File: src/rtl/spr_line_engine.sv
// Per-scanline sprite engine: loads up to NUM_SPR sprite records, then resolves the frontmost opaque pixel.
// Optional collision outputs enabled by defining SPR_COLLIDE_EN.
module spr_line_engine #(
    parameter int unsigned NUM_SPR = 8,
    parameter int unsigned X_WIDTH = 8,
    parameter int unsigned SPR_W   = 8
) (
    input  logic                           clk,
    input  logic                           rst_n,
    input  logic                           line_start,
    input  logic                           load_valid,
    output logic                           load_ready,
    input  logic [2*SPR_W+X_WIDTH+5-1:0]   load_data,
    input  logic                           load_done,
    input  logic                           pixel_valid,
    input  logic [X_WIDTH-1:0]             pixel_x,
    output logic [3:0]                     pal_colour,
    output logic                           spr_valid,
    output logic                           spr_priority,
`ifdef SPR_COLLIDE_EN
    output logic                           collide,
    output logic                           collide_sticky,
`endif
    output logic                           overflow
);

    localparam int unsigned CNT_W     = $clog2(NUM_SPR + 1);
    localparam int unsigned OFF_W     = (SPR_W > 1) ? $clog2(SPR_W) : 1;
    localparam int unsigned XPOS_LSB  = 2 * SPR_W;
    localparam int unsigned PAL_LSB   = XPOS_LSB + X_WIDTH;
    localparam int unsigned PRI_BIT   = PAL_LSB + 2;
    localparam int unsigned HFLIP_BIT = PRI_BIT + 1;
    localparam int unsigned EN_BIT    = HFLIP_BIT + 1;
    localparam logic [X_WIDTH:0] SPR_W_EXT = (X_WIDTH + 1)'(SPR_W);

    typedef enum logic [1:0] {S_IDLE, S_LOAD, S_ACTIVE} state_t;

    state_t state, next_state;

    logic [CNT_W-1:0]   count;
    logic [NUM_SPR-1:0] slot_vld;
    logic [SPR_W-1:0]   slot_p0  [NUM_SPR];
    logic [SPR_W-1:0]   slot_p1  [NUM_SPR];
    logic [X_WIDTH-1:0] slot_x   [NUM_SPR];
    logic [1:0]         slot_pal [NUM_SPR];
    logic               slot_pri [NUM_SPR];
    logic               slot_en  [NUM_SPR];

    logic               accept;
    logic               room;
    logic [1:0]         pix [NUM_SPR];
    logic [NUM_SPR-1:0] opq;
    logic               win_any;
    logic [3:0]         win_colour;
    logic               win_pri;
    logic               show;

    function automatic logic [SPR_W-1:0] rev(input logic [SPR_W-1:0] v);
        logic [SPR_W-1:0] r;
        for (int i = 0; i < int'(SPR_W); i++) r[i] = v[int'(SPR_W) - 1 - i];
        return r;
    endfunction

    // State register
    always_ff @(posedge clk or negedge rst_n) begin
        if (!rst_n) state <= S_IDLE;
        else        state <= next_state;
    end

    // Next-state logic; line_start dominates every state
    always_comb begin
        next_state = state;
        unique case (state)
            S_IDLE:   if (line_start) next_state = S_LOAD;
            S_LOAD:   if (line_start) next_state = S_LOAD;
                      else if (load_done) next_state = S_ACTIVE;
            S_ACTIVE: if (line_start) next_state = S_LOAD;
            default:  next_state = S_IDLE;
        endcase
    end

    assign accept = load_valid & load_ready & ~line_start;
    assign room   = (count != CNT_W'(NUM_SPR));

    // Slot occupancy, count and overflow flag
    always_ff @(posedge clk or negedge rst_n) begin
        if (!rst_n) begin
            load_ready <= 1'b0;
            count      <= '0;
            slot_vld   <= '0;
            overflow   <= 1'b0;
        end else begin
            load_ready <= (next_state == S_LOAD);
            if (line_start) begin
                count    <= '0;
                slot_vld <= '0;
                overflow <= 1'b0;
            end else if (accept) begin
                if (room) begin
                    slot_vld[count] <= 1'b1;
                    count           <= count + CNT_W'(1);
                end else begin
                    overflow <= 1'b1;
                end
            end
        end
    end

    // Record payload; hflip folded in here so lookup is always unflipped
    always_ff @(posedge clk) begin
        for (int s = 0; s < int'(NUM_SPR); s++) begin
            if (accept && room && count == CNT_W'(s)) begin
                slot_p0[s]  <= load_data[HFLIP_BIT] ? rev(load_data[SPR_W-1:0]) : load_data[SPR_W-1:0];
                slot_p1[s]  <= load_data[HFLIP_BIT] ? rev(load_data[2*SPR_W-1:SPR_W])
                                                    : load_data[2*SPR_W-1:SPR_W];
                slot_x[s]   <= load_data[XPOS_LSB +: X_WIDTH];
                slot_pal[s] <= load_data[PAL_LSB +: 2];
                slot_pri[s] <= load_data[PRI_BIT];
                slot_en[s]  <= load_data[EN_BIT];
            end
        end
    end

    for (genvar s = 0; s < NUM_SPR; s++) begin : g_slot
        logic [X_WIDTH:0] lo;
        logic [X_WIDTH:0] x_ext;
        logic [OFF_W-1:0] off;
        logic             hit;
        assign lo    = {1'b0, slot_x[s]};
        assign x_ext = {1'b0, pixel_x};
        assign off   = OFF_W'(pixel_x - slot_x[s]);
        assign hit   = slot_vld[s] & slot_en[s] & (x_ext >= lo) & (x_ext < lo + SPR_W_EXT);
        assign pix[s] = {slot_p1[s][off], slot_p0[s][off]};
        assign opq[s] = hit & (pix[s] != 2'b00);
    end

    // Lowest-index opaque slot wins
    always_comb begin
        win_any    = 1'b0;
        win_colour = 4'h0;
        win_pri    = 1'b0;
        for (int s = int'(NUM_SPR) - 1; s >= 0; s--) begin
            if (opq[s]) begin
                win_any    = 1'b1;
                win_colour = {slot_pal[s], pix[s]};
                win_pri    = slot_pri[s];
            end
        end
    end

    assign show = (state == S_ACTIVE) & ~line_start & pixel_valid & win_any;

    always_ff @(posedge clk or negedge rst_n) begin
        if (!rst_n) begin
            pal_colour   <= 4'h0;
            spr_valid    <= 1'b0;
            spr_priority <= 1'b0;
        end else begin
            pal_colour   <= show ? win_colour : 4'h0;
            spr_valid    <= show;
            spr_priority <= show & win_pri;
        end
    end

`ifdef SPR_COLLIDE_EN
    logic [4:0] n_hit;
    logic       multi;

    always_comb begin
        n_hit = 5'd0;
        for (int s = 0; s < int'(NUM_SPR); s++) n_hit = n_hit + 5'(opq[s]);
    end

    assign multi = show & (n_hit >= 5'd2);

    always_ff @(posedge clk or negedge rst_n) begin
        if (!rst_n) begin
            collide        <= 1'b0;
            collide_sticky <= 1'b0;
        end else begin
            collide        <= multi;
            collide_sticky <= line_start ? 1'b0 : (collide_sticky | multi);
        end
    end
`endif

endmodule

File: config.mk
export PLATFORM = sky130hd
export DESIGN_NAME = spr_line_engine
export DESIGN_NICKNAME = d
export VERILOG_FILES = /design/src/rtl/spr_line_engine.sv
export SDC_FILE = /design/constraint.sdc
export NUM_CORES = 1
export LEC_CHECK = 0
export ABC_AREA = 1
export CAP_MARGIN = 20
export CORE_ASPECT_RATIO = 0.75
export CORE_MARGIN = 8
export CORE_UTILIZATION = 62
export CTS_BUF_LIST = sky130_fd_sc_hd__clkbuf_4 sky130_fd_sc_hd__clkbuf_8 sky130_fd_sc_hd__clkbuf_16
export CTS_CLUSTER_DIAMETER = 150
export DETAILED_ROUTE_END_ITERATION = 10
export PLACE_DENSITY = 0.83
export SLEW_MARGIN = 10
export SYNTH_ARGS = -nofsm -noshare
export SYNTH_HDL_FRONTEND = slang
export SYNTH_SLANG_ARGS = --single-unit
File: constraint.sdc
create_clock -name clk -period 4.7 [get_ports clk]
set_input_delay 0.47 -clock clk [delete_from_list [all_inputs] [get_ports clk]]
set_output_delay 0.47 -clock clk [all_outputs]
set_load 0.01 [all_outputs]
==> impl_metrics.yaml, run 1 <==
outcome:
  status: "completed"
logic_synthesis:
  avgSynthCellArea_um2: 10.1
  yosysMostFrequentCell: "nand2_1"
  ys_types: 49
  synth-compound-area-share_pct: 7.48
  synth-simple-area-share_pct: 17.6
  synth_seq_cells: 246
  synthArstFlopShare_pct: 8.94
  ys_warn_count: 0
  syn_area_mm2: 0.0132
  synthTopCellsByArea: "edfxtp_1 (51%), ha_1 (11%), nand2_1 (8.9%)"
  yosys.area.top_type: "edfxtp_1"
  synth_top_area_share_pct: 51.0
  yosys.area_share.adder_pct: 12.3
  synth-edff-count: 224
  yosysSeqAreaShare_pct: 55.2
  synthXorXnorAreaFrac_pct: 1.66
  synth-main-ff-cell: "edfxtp_1"
  syn-num-nets: 1480
  synthCells: 1312
  synth_common_cells: "nand2_1 (311), edfxtp_1 (224), inv_1 (164)"
  synth_top_family_by_area: "simple AND/OR/NAND/NOR gates"
  synth.area.mux_share_pct: 0.152
global_routing:
  grt_pass1_vias: 9661
  grt_first_pass_wirelength_um: 51200
  grt_overflow: 0
  grt.total_usage_pct: 25.3
  antenna_found_initial: 1
  grt_max_degree: 33
timing:
  fmax_mhz: 286
  fin_skew_ns: 0.0120
  worst_pin_slew_ns: 1.12
  slew-limit-headroom_pct: 24.6
  hold_viol_final: 0
  worst_hold_slack_ns: 0.229
  rsz0062_at_grt: "false"
  min_period_ns: 3.50
  fin_crit_sh_pct: 74.4
  setup_violations: 0
  fin_tns_setup_ns: 0
  drv_slew: 0
die:
  core-area_mm2: 0.0210
  fp.dieW_um: 184
  dieArea_mm2: 0.0262
  die_h_um: 142
  initial_core_util_pct: 62.8
  io_pins: 51
  rows: 46
placement:
  placed_cell_area_mm2: 0.0142
  place_congestion: 0.894
  hpwl_um: 23500
  io_buffer_count: 50
clock_tree:
  clkTransAtPathRegs_ns: 0.06
  cts.repair.resized: 0
  tritoncts: "done"
  max-clock-path-buffers: 3
  postCtsSetupRepairBufs: 0
  clock_sinks: 246
  cts.hold.buffers_added: 0
  ctsHtreeMaxLevel: 1
  clk_latency_ns: 0.52
  cts_buffers: 25
  cts-root-buf: "clkbuf_16"
route:
  drtAntennaViolNets: 0
  drc: 0
  wire_per_inst_um: 19.2
  routed_via_density: 5.78
  num_vias: 9848
  dr.pass1.iters: 5
  wirelength_um: 32800
  first_iter_violations: 1120
critical_path:
  cp_data_arrival_time_ns: 3.94
  max_stage_delay_ns: 0.69
  critPathLaunchType: "primary input"
  worstSetupEndpointType: "flop"
  r2r_slack_ns: 1.44
  path_buf_inv: 3
  path_cells: "clkdlybuf4s50_1 -> buf_4 -> fa_1 -> inv_1 -> nor2_1 -> o21ai_0 -> nand3b_1 -> nand2_1 -> a21oi_1 -> nand4_1 -> nor2_1 -> nor2_1 -> nand2_1 -> nand2_1 -> nand2_1 -> nand2_1 -> a21oi_2"
  reg2reg_to: "slot_p0[0][15]$_DFFE_PP_"
  r2r_cells: 10
  reg2reg_from: "count[1]$_DFFE_PN0P_"
  slowest_stage: "clkdlybuf4s50_1"
  worstPathMaxFanout: 9
  cpMostUsedCell: "nand2_1"
  path_class: "in -> reg"
  required_ns: 5.14
  crit_family: "simple AND/OR/NAND/NOR gates"
power_and_ir_drop:
  p_leak_nw: 6.37
  p_per_area_mw_per_mm2: 327
  peakVddDrop_uv: 334
cells_and_area:
  fillers: 1519
  finalInstanceArea_mm2: 0.0150
  areaGrowthSynthToFinish_pct: 14.0
  insertedDiodeCount: 0
  seq_area_mm2: 0.00728
  multiInputGateArea_mm2: 0.00521
  fin_util_pct: 71.5
  finalNetCount: 1567
  drive_gt1_share_pct: 6.99
hold_path:
  hp-class: "in -> async"
run:
  drv_cap: 0
-- state kept, by name, summed over array words and instances, names as in the netlist --
register,count
spr_priority,1
slot_x,64
state,2
overflow,1
count,4
slot_p1,64
slot_pri,8
load_ready,1
spr_valid,1
slot_p0,64
slot_en,8
slot_pal,16
slot_vld,8
pal_colour,4
-- how the worst max path moves through the flow --
| stage | startpoint | endpoint | slack, ns | cells after the start |
|---|---|---|---|---|
| after floorplan | count[0]$_DFFE_PN0P_ | slot_en[0][0]$_DFFE_PP_ | 0.84 | 9 |
| after global placement | pixel_x[1] | pal_colour[1]$_DFF_PN0_ | 0.85 | 16 |
| after detailed placement | pixel_x[1] | pal_colour[1]$_DFF_PN0_ | 0.79 | 17 |
| after CTS | pixel_x[1] | pal_colour[1]$_DFF_PN0_ | 1.29 | 16 |
| after global routing | pixel_x[1] | pal_colour[1]$_DFF_PN0_ | 0.97 | 17 |
| final | pixel_x[1] | pal_colour[1]$_DFF_PN0_ | 1.20 | 17 |
-- where the power goes --
group	switching [mW]	total, mW	internal, mW
Sequential	0.0113	2.44	2.43
Clock	0.830	1.99	1.16
Combinational	0.322	0.491	0.169
-- cell families (layout without fill, tap and decap cells) --
kind of cell	after synthesis	count (layout)
simple gates	557	557
compound gates	171	171
flops	246	246
xor+xnor	25	25
buf+inv	186	291
mux	2	2
fa+ha+maj	125	125
-- routing by layer --
| metal | up-vias | track usage [%] | part of all wire [%] |
|---|---|---|---|
| met1 | 4684 | 35.4 | 42 |
| li1 | 4644 | - | - |
| met5 | - | 0 | 0 |
| met4 | 0 | 7.16 | 2.4 |
| met3 | 63 | 4.69 | 10 |
| met2 | 457 | 39.8 | 46 |
-- cell type report --
class	instances	area share [%]
timing repair buffer	73	4.72
sequential	246	48.4
clock inverter	11	0.749
tap	288	2.40
clock buffer	34	4.69
inverter	173	4.34
multi-input combinational	880	34.7
-- cells in the final DEF (no fill, tap or decap), drive strengths merged, types with 8 or more instances in the layout --
| master | count |
|---|---|
| nor3 | 13 |
| clkdlybuf4s50 | 50 |
| nand2 | 315 |
| clkinv | 12 |
| clkbuf | 34 |
| a21oi | 71 |
| o21ai | 57 |
| xor2 | 15 |
| xnor2 | 10 |
| nand3 | 80 |
| nand4 | 13 |
| buf | 23 |
| inv | 170 |
| edfxtp | 224 |
| ha | 117 |
| fa | 8 |
| nor2 | 123 |
| dfrtp | 22 |
-- worst reg2reg max path, delay by kind of cell (launching register included) --
kind          cells  cell delay (ns)
fa+ha+maj         1             0.20
simple gates      4             1.12
buf+inv           5             1.16
flops             1             0.42
-- through the flow --
| step | setup WS (ns) | power (mW) | cells |
|---|---|---|---|
| global route | 0.973 | 5.07 | 1705 |
| detailed placement | 0.789 | 2.96 | 1658 |
| global placement | 0.851 | 2.94 | 1657 |
| finish | 1.20 | 4.92 | 1705 |
| floorplan | 0.836 | 2.76 | 1312 |
| CTS | 1.29 | 4.93 | 1703 |
Power figures use the tool's default switching activity.
==> run 2, diff against run 1 <==
Settings changed: CORE_UTILIZATION 62 to 56, PLACE_DENSITY 0.83 to 0.79.
Clock period 4.7 ns to 3.1 ns, I/O delays scaled along.
==> run 2 against run 1 <==
Effect of this change: cell count is 5.3% higher; combinational power increased by 77%; via count rose by 4.0%; non-clock buffer count increased by 79; clock power grew 63%; core utilization shrank 2.7 points; worst setup slack got worse by 1.1 ns; largest power group unchanged.
==> impl_metrics.yaml, run 2 (synthesized netlist as in run 1, its figures left out) <==
placement:
  placed_cell_area_mm2: 0.0149
  place_congestion: 0.943
  dp_worst_setup_slack_ns: -0.537
  hpwl_um: 24700
  io_buffer_count: 50
clock_tree:
  ctsHtreeMaxLevel: 1
  cts-root-buf: "clkbuf_16"
  tritoncts: "done"
  max-clock-path-buffers: 3
  clkTransAtPathRegs_ns: 0.06
  clk_latency_ns: 0.52
  cts_buffers: 24
  clock_sinks: 246
  cts.hold.buffers_added: 0
route:
  drc: 0
  routed_via_density: 5.71
  drtAntennaViolNets: 0
  wire_per_inst_um: 19.2
  num_vias: 10200
  wirelength_um: 34500
  first_iter_violations: 1051
  dr.pass1.iters: 6
power_and_ir_drop:
  p_leak_nw: 6.82
  p_per_area_mw_per_mm2: 492
  peakVddDrop_uv: 336
critical_path:
  crit_end: "spr_valid$_DFF_PN0_"
  reg2reg_to: "spr_valid$_DFF_PN0_"
  cp_data_arrival_time_ns: 3.37
  critPathLaunch: "pixel_x[0]"
  worstPathMaxFanout: 5
  r2r_cells: 15
  path_class: "in -> reg"
  required_ns: 3.49
  worstSetupEndpointType: "flop"
  critPathLaunchType: "primary input"
  r2r_slack_ns: 0.23
  reg2reg_from: "slot_x[1][0]$_DFFE_PP_"
cells_and_area:
  final_common_cell: "nand2_1"
  finalNetCount: 1645
  fin_util_pct: 68.9
  areaGrowthSynthToFinish_pct: 20.5
  insertedDiodeCount: 0
  finalInstanceArea_mm2: 0.0159
  drive_gt1_share_pct: 13.0
  reg_top3: "slot_p0 x64, slot_p1 x64, slot_x x64"
  mostFrequentLayoutCells: "nand2_1 (308), edfxtp_1 (224), inv_1 (159)"
timing:
  hold_viol_final: 0
  setup_violations: 0
  slew-limit-headroom_pct: 38.5
  min_period_ns: 2.98
  worst_hold_slack_ns: 0.120
  fin_crit_sh_pct: 96.1
  drv_slew: 0
  worst_pin_slew_ns: 0.919
  fmax_mhz: 336
  setup_slack_ns: 0.120
  fin_tns_setup_ns: 0
  fin_skew_ns: 0.0107
global_routing:
  grt.total_usage_pct: 24.1
  gr-usage-met3_pct: 4.86
  grt_max_degree: 33
  grt_overflow: 0
  top_usage_layer: "met2"
  antenna_found_initial: 1
  grt_pass1_vias: 10200
  grt_first_pass_wirelength_um: 53400
  use_met1_pct: 33.0
  met2_usage_pct: 38.7
run:
  drv_cap: 0
die:
  dieArea_mm2: 0.0288
  initial_core_util_pct: 57.2
  core-area_mm2: 0.0231
  die_h_um: 149
  rows: 48
  fp.dieW_um: 193
  io_pins: 51
hold_path:
  hp-class: "in -> async"
outcome:
  status: "completed"
[run 2: worst min path at each step]
stage	startpoint	to	cells after the start
2_1_floorplan	rst_n	count[0]$_DFFE_PN0P_	0
3_3_place_gp	slot_vld[2]$_DFFE_PN0P_	slot_vld[2]$_DFFE_PN0P_	2
3_5_place_dp	slot_vld[6]$_DFFE_PN0P_	slot_vld[6]$_DFFE_PN0P_	2
4_1_cts	rst_n	pal_colour[2]$_DFF_PN0_	1
6_report	rst_n	state[0]$_DFF_PN0_	1
5_1_grt	rst_n	state[0]$_DFF_PN0_	1
[run 2: timing repair]
item | CTS | global route
endpoints found under the setup margin | 5 | 6
setup buffers | 0 | 3
pin swaps | 0 | 7
gates resized for setup | 3 | 17
[run 2: layer usage]
layer / vias up / routed length, um / part of all wire [%]
li1: 4816 / - / -
met1: 4908 / 14600 / 42
met2: 448 / 15900 / 46
met3: 72 / 3120 / 9.0
met4: 0 / 871 / 2.5
met5: - / 0 / 0
[run 2: final cells by class]
class | count | area [um^2]
Sequential cell | 246 | 7280
Fill cell | 1671 | 7180
Multi-Input combinational cell | 880 | 5250
Timing Repair Buffer | 152 | 1440
Clock buffer | 37 | 746
Inverter | 173 | 652
Tap cell | 300 | 375
Clock inverter | 7 | 144
[run 2: critical path, stage by stage]
cell             delay, ns
clkdlybuf4s50_1       0.47
inv_2                 0.08
buf_4                 0.16
ha_1                  0.19
inv_1                 0.08
fa_1                  0.52
inv_2                 0.15
o21ai_0               0.12
o22ai_1               0.18
o21ai_1               0.15
nand2_1               0.12
nand3_1               0.10
nor2_1                0.11
nand2_1               0.13
nand2_1               0.11
nor2_2                0.05
a21boi_0              0.33
[run 2: where the power goes]
part	switching (mW)	leakage [nW]	internal, mW	total (mW)
Clock	1.25	0.437	2.00	3.25
Combinational	0.523	4.06	0.347	0.870
Sequential	0.0179	2.32	3.68	3.69
[run 2: per-stage QoR]
step                std cells  power, mW
floorplan                1312       4.18
global placement         1747       4.57
detailed placement       1747       4.61
CTS                      1791       7.81
global route             1795       8.04
finish                   1795       7.81
